$ cat src/rtl/mips_bus_pkg.sv
// mips_bus_pkg: shared types, bus widths and the round-robin pick rule for the MIPS bus arbiter
package mips_bus_pkg;
    localparam int BUS_AW  = 32;
    localparam int BUS_DW  = 32;
    localparam int BUS_BEW = 4;
    typedef enum logic [1:0] {IDLE, GNT0, GNT1} arb_state_t;
    typedef logic owner_t;
    localparam owner_t M0 = 1'b0;
    localparam owner_t M1 = 1'b1;
    // On a tie the master that was not granted last wins
    function automatic arb_state_t pick(input logic r0, input logic r1, input owner_t last);
        return (r0 && r1) ? ((last == M0) ? GNT1 : GNT0) : r0 ? GNT0 : r1 ? GNT1 : IDLE;
    endfunction
endpackage

$ cat src/rtl/mips_bus_read_tracker.sv
// mips_bus_read_tracker: fixed-latency shift register remembering which master owns each in-flight read
module mips_bus_read_tracker
    import mips_bus_pkg::*;
#(
    parameter int DEPTH = 1
) (
    input  logic   clk,
    input  logic   reset,
    input  logic   push_valid,
    input  owner_t push_owner,
    output logic   tail_valid,
    output owner_t tail_owner
);
    logic [DEPTH-1:0] valid;
    logic [DEPTH-1:0] own;
    // Shift one entry per cycle; writes and idle cycles push an invalid slot
    always_ff @(posedge clk) begin
        if (reset) begin
            valid <= '0;
            own   <= '0;
        end else begin
            valid[0] <= push_valid;
            own[0]   <= push_owner;
            for (int i = 1; i < DEPTH; i++) begin
                valid[i] <= valid[i-1];
                own[i]   <= own[i-1];
            end
        end
    end
    assign tail_valid = valid[DEPTH-1];
    assign tail_owner = own[DEPTH-1];
endmodule

$ cat src/rtl/mips_bus_arbiter.sv
// mips_bus_arbiter: round-robin, transaction-granular sharing of one Avalon-style bus between fetch and data ports
module mips_bus_arbiter
    import mips_bus_pkg::*;
#(
    parameter int READ_LATENCY   = 1,
    parameter int TIMEOUT_CYCLES = 0
) (
    input  logic               clk,
    input  logic               reset,
    input  logic [BUS_AW-1:0]  m0_address,
    input  logic               m0_read,
    input  logic               m0_write,
    input  logic [BUS_DW-1:0]  m0_writedata,
    input  logic [BUS_BEW-1:0] m0_byteenable,
    output logic               m0_waitrequest,
    output logic [BUS_DW-1:0]  m0_readdata,
    output logic               m0_rdvalid,
    input  logic [BUS_AW-1:0]  m1_address,
    input  logic               m1_read,
    input  logic               m1_write,
    input  logic [BUS_DW-1:0]  m1_writedata,
    input  logic [BUS_BEW-1:0] m1_byteenable,
    output logic               m1_waitrequest,
    output logic [BUS_DW-1:0]  m1_readdata,
    output logic               m1_rdvalid,
    output logic [BUS_AW-1:0]  s_address,
    output logic               s_read,
    output logic               s_write,
    output logic [BUS_DW-1:0]  s_writedata,
    output logic [BUS_BEW-1:0] s_byteenable,
    input  logic               s_waitrequest,
    input  logic [BUS_DW-1:0]  s_readdata,
    output logic               bus_error
);
    localparam logic [31:0] TO = 32'(TIMEOUT_CYCLES);
    arb_state_t  state, state_nx;
    owner_t      last_grant, gnt, tail_owner;
    logic        sel0, sel1, req0, req1, req_g, accept, stall, tail_valid;
    logic [31:0] stall_cnt;

    assign req0   = m0_read | m0_write;
    assign req1   = m1_read | m1_write;
    assign sel0   = !reset && state == GNT0;
    assign sel1   = !reset && state == GNT1;
    assign gnt    = (state == GNT1) ? M1 : M0;
    assign req_g  = sel0 ? req0 : sel1 & req1;
    assign accept = req_g & ~s_waitrequest;
    assign stall  = req_g & s_waitrequest;

    // Route the granted master onto the slave bus; reset drops strobes in the same cycle
    always_comb begin
        s_address      = sel0 ? m0_address    : sel1 ? m1_address    : '0;
        s_read         = sel0 ? m0_read       : sel1 & m1_read;
        s_write        = sel0 ? m0_write      : sel1 & m1_write;
        s_writedata    = sel0 ? m0_writedata  : sel1 ? m1_writedata  : '0;
        s_byteenable   = sel0 ? m0_byteenable : sel1 ? m1_byteenable : '0;
        m0_waitrequest = sel0 ? s_waitrequest : 1'b1;
        m1_waitrequest = sel1 ? s_waitrequest : 1'b1;
    end

    // Next grant: arbitrate from IDLE, chain back-to-back on acceptance, abandon a dropped request
    always_comb begin
        state_nx = (state == IDLE) ? pick(req0, req1, last_grant)
                 : !req_g          ? IDLE
                 : accept          ? pick(req0, req1, gnt)
                 :                   state;
    end

    // Grant register, round-robin pointer and stall watchdog
    always_ff @(posedge clk) begin
        if (reset) begin
            state      <= IDLE;
            last_grant <= M1;
            stall_cnt  <= '0;
            bus_error  <= 1'b0;
        end else begin
            state     <= state_nx;
            if (accept) last_grant <= gnt;
            stall_cnt <= stall ? ((stall_cnt < TO) ? stall_cnt + 32'd1 : stall_cnt) : '0;
            if (TIMEOUT_CYCLES != 0 && stall && stall_cnt + 32'd1 == TO) bus_error <= 1'b1;
        end
    end

    mips_bus_read_tracker #(.DEPTH(READ_LATENCY)) u_tracker (
        .clk        (clk),
        .reset      (reset),
        .push_valid (accept & s_read),
        .push_owner (gnt),
        .tail_valid (tail_valid),
        .tail_owner (tail_owner)
    );

    assign m0_rdvalid  = !reset && tail_valid && tail_owner == M0;
    assign m1_rdvalid  = !reset && tail_valid && tail_owner == M1;
    assign m0_readdata = m0_rdvalid ? s_readdata : '0;
    assign m1_readdata = m1_rdvalid ? s_readdata : '0;
endmodule

$ cat config.mk
export PLATFORM = sky130hd
export DESIGN_NAME = mips_bus_arbiter
export DESIGN_NICKNAME = d
export VERILOG_FILES = /design/src/rtl/mips_bus_pkg.sv /design/src/rtl/mips_bus_read_tracker.sv /design/src/rtl/mips_bus_arbiter.sv
export SDC_FILE = /design/constraint.sdc
export NUM_CORES = 1
export LEC_CHECK = 0
export ABC_AREA = 1
export BUFFER_PORTS_ARGS = -buffer_cell sky130_fd_sc_hd__buf_2
export CAP_MARGIN = 20
export CORE_AREA = 2 2 120 122
export CTS_CLUSTER_DIAMETER = 50
export DETAILED_ROUTE_END_ITERATION = 12
export DIE_AREA = 0 0 122 124
export HOLD_SLACK_MARGIN = 0.06
export SLEW_MARGIN = 10
export SYNTH_ARGS = -nofsm -noshare
export SYNTH_HDL_FRONTEND = slang
export SYNTH_HIERARCHICAL = 1
export SYNTH_SLANG_ARGS = --single-unit
$ cat constraint.sdc
create_clock -name clk -period 1.9 [get_ports clk]
set_input_delay 0.38 -clock clk [delete_from_list [all_inputs] [get_ports clk]]
set_output_delay 0.38 -clock clk [all_outputs]
set_load 0.02 [all_outputs]
# ---- Word-level counts from Yosys, hierarchy flattened
# Cells that the tools add are included.
dict set report word_totals {
  regBits 5
  output_inout_bits 139
  elab_cells 47
}
dict set report op_classes {
  n_eq_ne 3
  n_mux 23
  n_bitwise 9
  n_reduce_logical 8
}
# op count
set ops {}
lappend ops {{two-way mux 32 bit} 6}
lappend ops {{two-way mux 2 bit} 9}
lappend ops {{two-way mux 4 bit} 2}
lappend ops {{logical AND 1 bit} 6}
lappend ops {{two-way mux 1 bit} 6}
lappend ops {{bitwise AND 1 bit} 5}
lappend ops {{!= test 3 x 1 -> 1 bit (second input constant)} 1}
lappend ops {{equality test 2 x 1 -> 1 bit (second input constant)} 1}
lappend ops {{equality test 2 bit (second input constant)} 1}
lappend ops {{zero test 2 bit} 1}
lappend ops {{inverter 1 bit} 2}
lappend ops {{bitwise OR 1 bit} 2}
lappend ops {{zero test 1 bit} 1}

# ---- Longest topological paths before layout
# Gate-level depths: netlist (run 1).
dict set report depth {
  ltp_word 8
  mapped_depth 8
  ltp_nobuf 8
}

# ---- Hierarchy
# Netlist (run 1), hierarchy kept.
# mod instances cells_each area_per_inst_um2
set modules_own_cells {}
lappend modules_own_cells {mips_bus_arbiter 1 245 1410.1}
lappend modules_own_cells {mips_bus_read_tracker 1 6 55.1}

# ---- Worst setup path after synthesis (run 1)
# Ideal clock, no wire load.
dict set report synth_path {
  kind {input to output}
  from {in reset}
  to {out m0_readdata[0]}
  arrival_time_ps 1639
  required_ps 1520
  path_slack_ps -119
  cell_stages 4
  n_path_buf 1
  path_cell_list {nor3_1 inv_1 clkbuf_1 nor2_1}
}
dict set report synth_between {
  elab_chain_cells 4
}
# item line
set synth_lines {}
lappend synth_lines {{start, declared} mips_bus_arbiter.sv:9} ;# input logic reset,
lappend synth_lines {{zero test 1 bit} mips_bus_arbiter.sv:93} ;# assign m0_rdvalid = !reset && tail_valid && tail_owner == M0;
lappend synth_lines {{logical AND 1 bit (2 in series)} mips_bus_arbiter.sv:93}
lappend synth_lines {{two-way mux 32 bit} mips_bus_arbiter.sv:95} ;# assign m0_readdata = m0_rdvalid ? s_readdata : '0;
lappend synth_lines {{end, declared} mips_bus_arbiter.sv:16} ;# output logic [BUS_DW-1:0] m0_readdata,
# Every way passes these cells.

# ---- Final worst setup path (run 1)
dict set report layout_path {
  from {reg state[0]}
  to {out s_address[0]}
}
dict set report layout_between {
  elab_chain_cells 4
}
# item line
set layout_lines {}
lappend layout_lines {{start, declared} mips_bus_arbiter.sv:36} ;# arb_state_t state, state_nx;
lappend layout_lines {{start signal, assigned} mips_bus_arbiter.sv:77} ;# state <= state_nx;
lappend layout_lines {{equality test 2 bit} mips_bus_arbiter.sv:44} ;# assign sel1 = !reset && state == GNT1;
lappend layout_lines {{logical AND 1 bit} mips_bus_arbiter.sv:44}
lappend layout_lines {{two-way mux 32 bit} mips_bus_arbiter.sv:52} ;# s_address = sel0 ? m0_address : sel1 ? m1_address : '0;
lappend layout_lines {{two-way mux 32 bit (*)} mips_bus_arbiter.sv:52}
lappend layout_lines {{end, declared} mips_bus_arbiter.sv:26} ;# output logic [BUS_AW-1:0] s_address,
# Mark *: on every way between the ends. The rest lies on a longest branch, timed or not.

==> flow_summary_export.csv, run 1 <==
group,metric,value,unit
clock_tree,cts.reportedPaths.clkPinSlew,0.04,ns
yosys,synth-simple-area-share,0.2784,
route,wl,11040,um
setup_path,crit_arrival,1.46,ns
setup_path,start_kind,"flip-flop",
pwr,p_leak,2.391,nW
clock_tree,cts_buffers,3,
yosys,synthArstFlopShare,0,
timing,hold_viol_final,0,
setup_path,slowest_delay,0.36,ns
yosys,ys_warn_count,6,
yosys,synthTopCellsByArea,"a22o_1 (41%), nor2_1 (19%), inv_1 (12%), dfxtp_1 (6.8%), buf_2 (4.1%)",
yosys,ys_types,22,
pwr,p_per_area,398.6,nW/um^2
clock_tree,post_cts_buffers,0,
global_route,antenna_found_initial,1,
cells_and_area,antenna_cells,0,
pwr,switching_power,0.6039,mW
yosys,synthXorXnorAreaFrac,0,
setup_path,rrSetupSlack,0.60,ns
route,wl_per_cell,14.86,um
yosys,syn_area_per_cell,5.837,sq um
flow_run,drv_cap,0,
floorplanning,fp.dieW,122,um
setup_path,cp_cell_sequence,"inv_2 -> nor2_4 -> nand2_4 -> inv_8 -> clkbuf_16 -> a22o_1 -> buf_2",
cells_and_area,num-fill-cells,1562,
floorplanning,boundaryPins,314,
pwr,clkPwrFrac,0.242,
clock_tree,h-tree-depth,1,
route,ant_nets,0,
pwr,p_int,0.8438,mW
yosys,synth-compound-area-share,0.4338,
placed_design,io_buffers,312,
timing,timing.fmax,0.5425,GHz
timing,fin_setup_tns,0,ns
clock_tree,clk_path_buf_depth,2,
hold_path,hold_path.class,"in -> reg",
clock_tree,cts_tree,"done",
yosys,synth_top_family_by_area,"compound AO/OA/AOI/OAI gates",
yosys,yosysSeqAreaShare,0.06832,
timing,maxSlewViolCount,0,
cells_and_area,final_cell_mix,"buf_2 (286), nor2_1 (73), a22o_1 (67)",
cells_and_area,final_common_cell,"buf_2",
yosys,ys_ff_latch,5,
placed_design,gp_congestion,0.7842,
setup_path,slowest_stage,"dfxtp_4",
cells_and_area,syn2layout_area_growth,147.9,%
hold_path,min_delay_path_depth,2,
route,via_count,2965,
global_route,grt_usage,0.1199,
yosys,synth_top_cell_by_area,"a22o_1",
timing,post-route-period-util,0.9702,
setup_path,required,1.52,ns
global_route,grt_pass1_wl,13630,um
global_route,grt_max_degree,34,
timing,setup_viol,0,
yosys,synth_edf_count,0,
setup_path,crit_path_end_kind,"output pin",
yosys,synth_adder_area_share,0,
cells_and_area,nets,739,
yosys,synth_nets,426,
clock_tree,hold_buffers,0,
timing,fin_skew,0.003200,ns
setup_path,worst_r2r_path_depth,9,
pwr,vdd_drop_max,206.6,uV
floorplanning,num_rows,43,
setup_path,cp_max_fo,10,
route,dr.pass1.iters,4,
route,drc_errors,0,
cells_and_area,final_core_util,0.2648,
cells_and_area,drive_gt1_frac,0.6146,
status,status,"finished clean",
clock_tree,cts-root-buf,"clkbuf_16",
global_route,grt_pass1_vias,2562,
yosys,yosys-mux-area-fraction,0,
setup_path,crit_type,"reg -> out",
floorplanning,core,13720,sq um
floorplanning,die-area,15130,sq um
pwr,comb_power_share,0.669,
yosys,synth_flop_cell,"dfxtp_1",
pwr,total_power,1.448,mW
pwr,power_frac_seq,0.088,
pwr,p_sw_frac,0.4171,
clock_tree,cts.sinks,5,
yosys,synth_top_area_frac,0.4065,
floorplanning,initial_core_util,0.1068,
yosys,syn-instance-count,251,
yosys,netlist_area,1465,sq um
route,drt_iter0_markers,68,
route,avgViaCountPerCell,3.991,
floorplanning,fp.dieH,124,um
global_route,overflow,0,
timing,fin_crit,1.843,ns
placed_design,dp_hpwl,9082,um
clock_tree,clk_latency,0.23,ns
-- sequential cells by signal, summed over array words and instances, names as in the netlist --
signal and count:
state 2, last_grant 1, u_tracker/tail_owner 1, u_tracker/tail_valid 1
-- cell families after synthesis --
kind of cell | Yosys count
buffers and inverters | 70
other | 1
AOI/OAI and AO/OA | 75
and+or+nand+nor | 100
DFF | 5
-- stage by stage --
step	std cells	hold slack, ns	cell area (sq um)	setup slack (ns)
floorplan	251	0.4510	1470	0.1198
global placement	733	0.4829	3283	0.02385
detailed placement	733	0.4983	3283	0.03221
CTS	738	0.3856	3431	-0.004963
global route	743	0.4157	3632	-0.0003784
finish	743	0.4062	3632	0.05659
-- path summary, 6_finish.rpt --
| kind | start | end |
|---|---|---|
| max | state[0] | s_address[0] |
| min | reset | u_tracker/tail_owner |
| max reg2reg | state[1] | u_tracker/tail_valid |
| min reg2reg | last_grant | last_grant |
-- layout make-up --
class / instances / area [sq um] / area share
timing repair buffer: 329 / 1954 / 0.5381
multi-input combinational: 176 / 1071 / 0.2949
tap: 180 / 225.2 / 0.06200
inverter: 49 / 196.4 / 0.05408
sequential: 5 / 105.1 / 0.02894
clock buffer: 3 / 75.07 / 0.02067
clock inverter: 1 / 5.005 / 0.001378
-- power groups by stage --
stage / Sequential, mW / Combinational (mW) / Clock [mW]
floorplan: 0.125 / 0.456 / 0
global placement: 0.126 / 0.850 / 0
detailed placement: 0.126 / 0.850 / 0
CTS: 0.127 / 0.885 / 0.357
global route: 0.129 / 1.04 / 0.371
finish: 0.128 / 0.969 / 0.351
-- what timing repair did --
| item | in CTS | in global routing |
|---|---|---|
| gates resized for setup | 14 | 36 |
| pin swaps | 0 | 4 |
| gates cloned | 1 | 5 |
| setup endpoints to repair | 64 | 68 |
-- critical path, delay by kind of cell, from the launching register on --
family                 cells  cell delay [ns]
flip-flops                 1             0.36
buffers and inverters      4             0.51
AND/OR/NAND/NOR            2             0.23
AO/OA/AOI/OAI              1             0.13
-- routing by layer --
metal  wire length (um)  track usage  vias to the layer above
li1                   -            -                     1463
met5                 10            0                        -
met4                 63      0.02227                        2
met2               5828       0.2304                      183
met1               3992       0.1273                     1307
met3               1147      0.04075                       10
-- synthesized netlist by cell type, types with 2 or more instances --
cell,number
nand2_2,2
nand2_1,14
buf_2,12
inv_2,2
buf_6,3
nor2_1,73
inv_1,46
a21oi_1,4
a22o_1,68
clkbuf_1,4
nand3_1,7
o22ai_1,2
dfxtp_1,5
No activity file was read; power rests on OpenSTA's default activity.
==> run 2, diff against run 1 <==
==> constraint.sdc (replaced) <==
create_clock -name clk -period 1.9 [get_ports clk]
set_input_delay 0.095 -clock clk [delete_from_list [all_inputs] [get_ports clk]]
set_output_delay 0.095 -clock clk [all_outputs]
set_load 0.02 [all_outputs]
==> run 2 against run 1 <==
Cell count is 1.3% lower. Non-clock buffer count is 10 lower. Hold slack worse by 0.30 ns. Global-route usage is 2.5 points lower. Clock power is 2% lower. Register-to-register slack better by 0.05 ns. Core utilization is 2.4 points lower. Sequential power is 3% lower. Critical path depth stayed put. Wire length is 19% lower. Clock skew is 0.0031 ns lower. Design area is 8.9% lower.
==> flow_summary_export.csv, run 2 (synthesis results as in run 1) <==
group,metric,value,unit
setup_path,start_kind,"flip-flop",
clock_tree,clk_latency,0.22,ns
clock_tree,cts_tree,"done",
setup_path,regToRegStartpoint,"state[1]",
pwr,p_per_area,388.6,nW/um^2
cells_and_area,regArea,100.1,sq um
cells_and_area,multiInputGateArea,1047,sq um
clock_tree,cts.sinks,5,
clock_tree,post_cts_buffers,0,
global_route,grt_max_degree,37,
setup_path,worst_r2r_path_depth,8,
timing,maxSlewViolCount,0,
placed_design,gp_congestion,0.8087,
route,wl_per_cell,12.14,um
route,drt_iter0_markers,60,
clock_tree,hold_buffers,0,
route,avgViaCountPerCell,3.917,
cells_and_area,final_common_cell,"buf_2",
cells_and_area,largest_reg_flops,2,
route,drc_errors,0,
floorplanning,die-area,15130,sq um
route,dr.pass1.iters,4,
timing,rsz0062_at_grt,"no",
hold_path,min_delay_path_depth,2,
placed_design,dp_hpwl,7846,um
setup_path,cp_max_fo,31,
clock_tree,cts_buffers,3,
floorplanning,core,13720,sq um
hold_path,min_from,"reset",
clock_tree,cts.reportedPaths.clkPinSlew,0.03,ns
cells_and_area,antenna_cells,0,
timing,fin_setup_tns,0,ns
setup_path,crit_path_end_kind,"output pin",
cells_and_area,top_register,"state",
cells_and_area,drive_gt1_frac,0.5967,
timing,hold_ws,0.1099,ns
setup_path,crit_arrival,1.70,ns
floorplanning,num_rows,43,
floorplanning,boundaryPins,314,
floorplanning,fp.dieW,122,um
placed_design,io_buffers,312,
global_route,grt_usage,0.09526,
hold_path,hold_path.class,"in -> reg",
pwr,total_power,1.286,mW
floorplanning,fp.dieH,124,um
timing,fin_crit,1.793,ns
clock_tree,ctsResizeCount,0,
route,wl,8895,um
global_route,grt_pass1_wl,11540,um
cells_and_area,nets,729,
route,ant_nets,0,
global_route,grt_pass1_vias,2420,
hold_path,holdPathEnd,"u_tracker/tail_owner",
pwr,p_leak,2.274,nW
global_route,overflow,0,
setup_path,crit_type,"reg -> out",
cells_and_area,final_cell_mix,"buf_2 (312), nor2_1 (73), a22o_1 (68)",
timing,timing.fmax,0.5579,GHz
global_route,antenna_found_initial,0,
timing,fin_skew,0.0001502,ns
timing,hold_viol_final,0,
status,status,"finished clean",
cells_and_area,num-fill-cells,1581,
setup_path,rr_endpoint,"u_tracker/tail_valid",
cells_and_area,syn2layout_area_growth,125.8,%
clock_tree,cts-root-buf,"clkbuf_16",
setup_path,rrSetupSlack,0.65,ns
clock_tree,clk_path_buf_depth,2,
floorplanning,initial_core_util,0.1068,
clock_tree,h-tree-depth,1,
route,via_count,2871,
flow_run,drv_cap,0,
pwr,vdd_drop_max,438.2,uV
setup_path,required,1.80,ns
timing,setup_viol,0,
timing,post-route-period-util,0.9434,
## run 2: changes by cell type in the layout (fill, tap and decap cells not counted), sizes merged
cell	change
buf	-6
clkbuf	-3
inv	-1
## run 2: worst max-delay path by stage
stage	to	from
2_1_floorplan	m0_readdata[0]	u_tracker/tail_owner
3_3_place_gp	s_writedata[19]	state[1]
3_5_place_dp	s_writedata[19]	state[1]
4_1_cts	s_writedata[19]	state[1]
5_1_grt	s_writedata[19]	state[1]
6_report	s_writedata[19]	state[1]
## run 2: per-layer routing
| metal | GRT usage | up-vias | part of all wire |
|---|---|---|---|
| li1 | - | 1443 | - |
| met1 | 0.1120 | 1241 | 0.37 |
| met2 | 0.1812 | 183 | 0.52 |
| met3 | 0.01832 | 4 | 0.11 |
| met4 | 0.01509 | 0 | 0.0073 |
| met5 | 0 | - | 0 |
## run 2: area by class of cell
cell class | instances | area share
Clock buffer | 4 | 0.02383
Tap cell | 180 | 0.06808
Timing Repair Buffer | 319 | 0.5030
Inverter | 49 | 0.05825
Multi-Input combinational cell | 176 | 0.3166
Sequential cell | 5 | 0.03026
## run 2: worst max-delay path, cell delays in order (launching register included)
cell	delay, ns
dfxtp_1	0.38
inv_2	0.09
nor2_4	0.16
nand2_4	0.10
inv_8	0.15
buf_12	0.20
a22o_1	0.20
buf_2	0.18
## run 2: power breakdown
part	total (mW)	leakage [nW]	internal [mW]	switching, mW
clock	0.344	0.0382	0.278	0.0666
combinational	0.817	2.20	0.356	0.461
sequential	0.124	0.0409	0.115	0.00919
## run 2: metrics by stage
step / util / worst slack (ns) / area, sq um / std cells
4_1_cts: 0.2407 / 0.03077 / 3302 / 733
6_report: 0.2411 / 0.1075 / 3308 / 733
3_5_place_dp: 0.2349 / 0.2786 / 3223 / 729
2_1_floorplan: - / 0.2319 / 1465 / 251
5_1_grt: 0.2411 / 0.02883 / 3308 / 733
3_3_place_gp: 0.2349 / 0.2679 / 3223 / 729
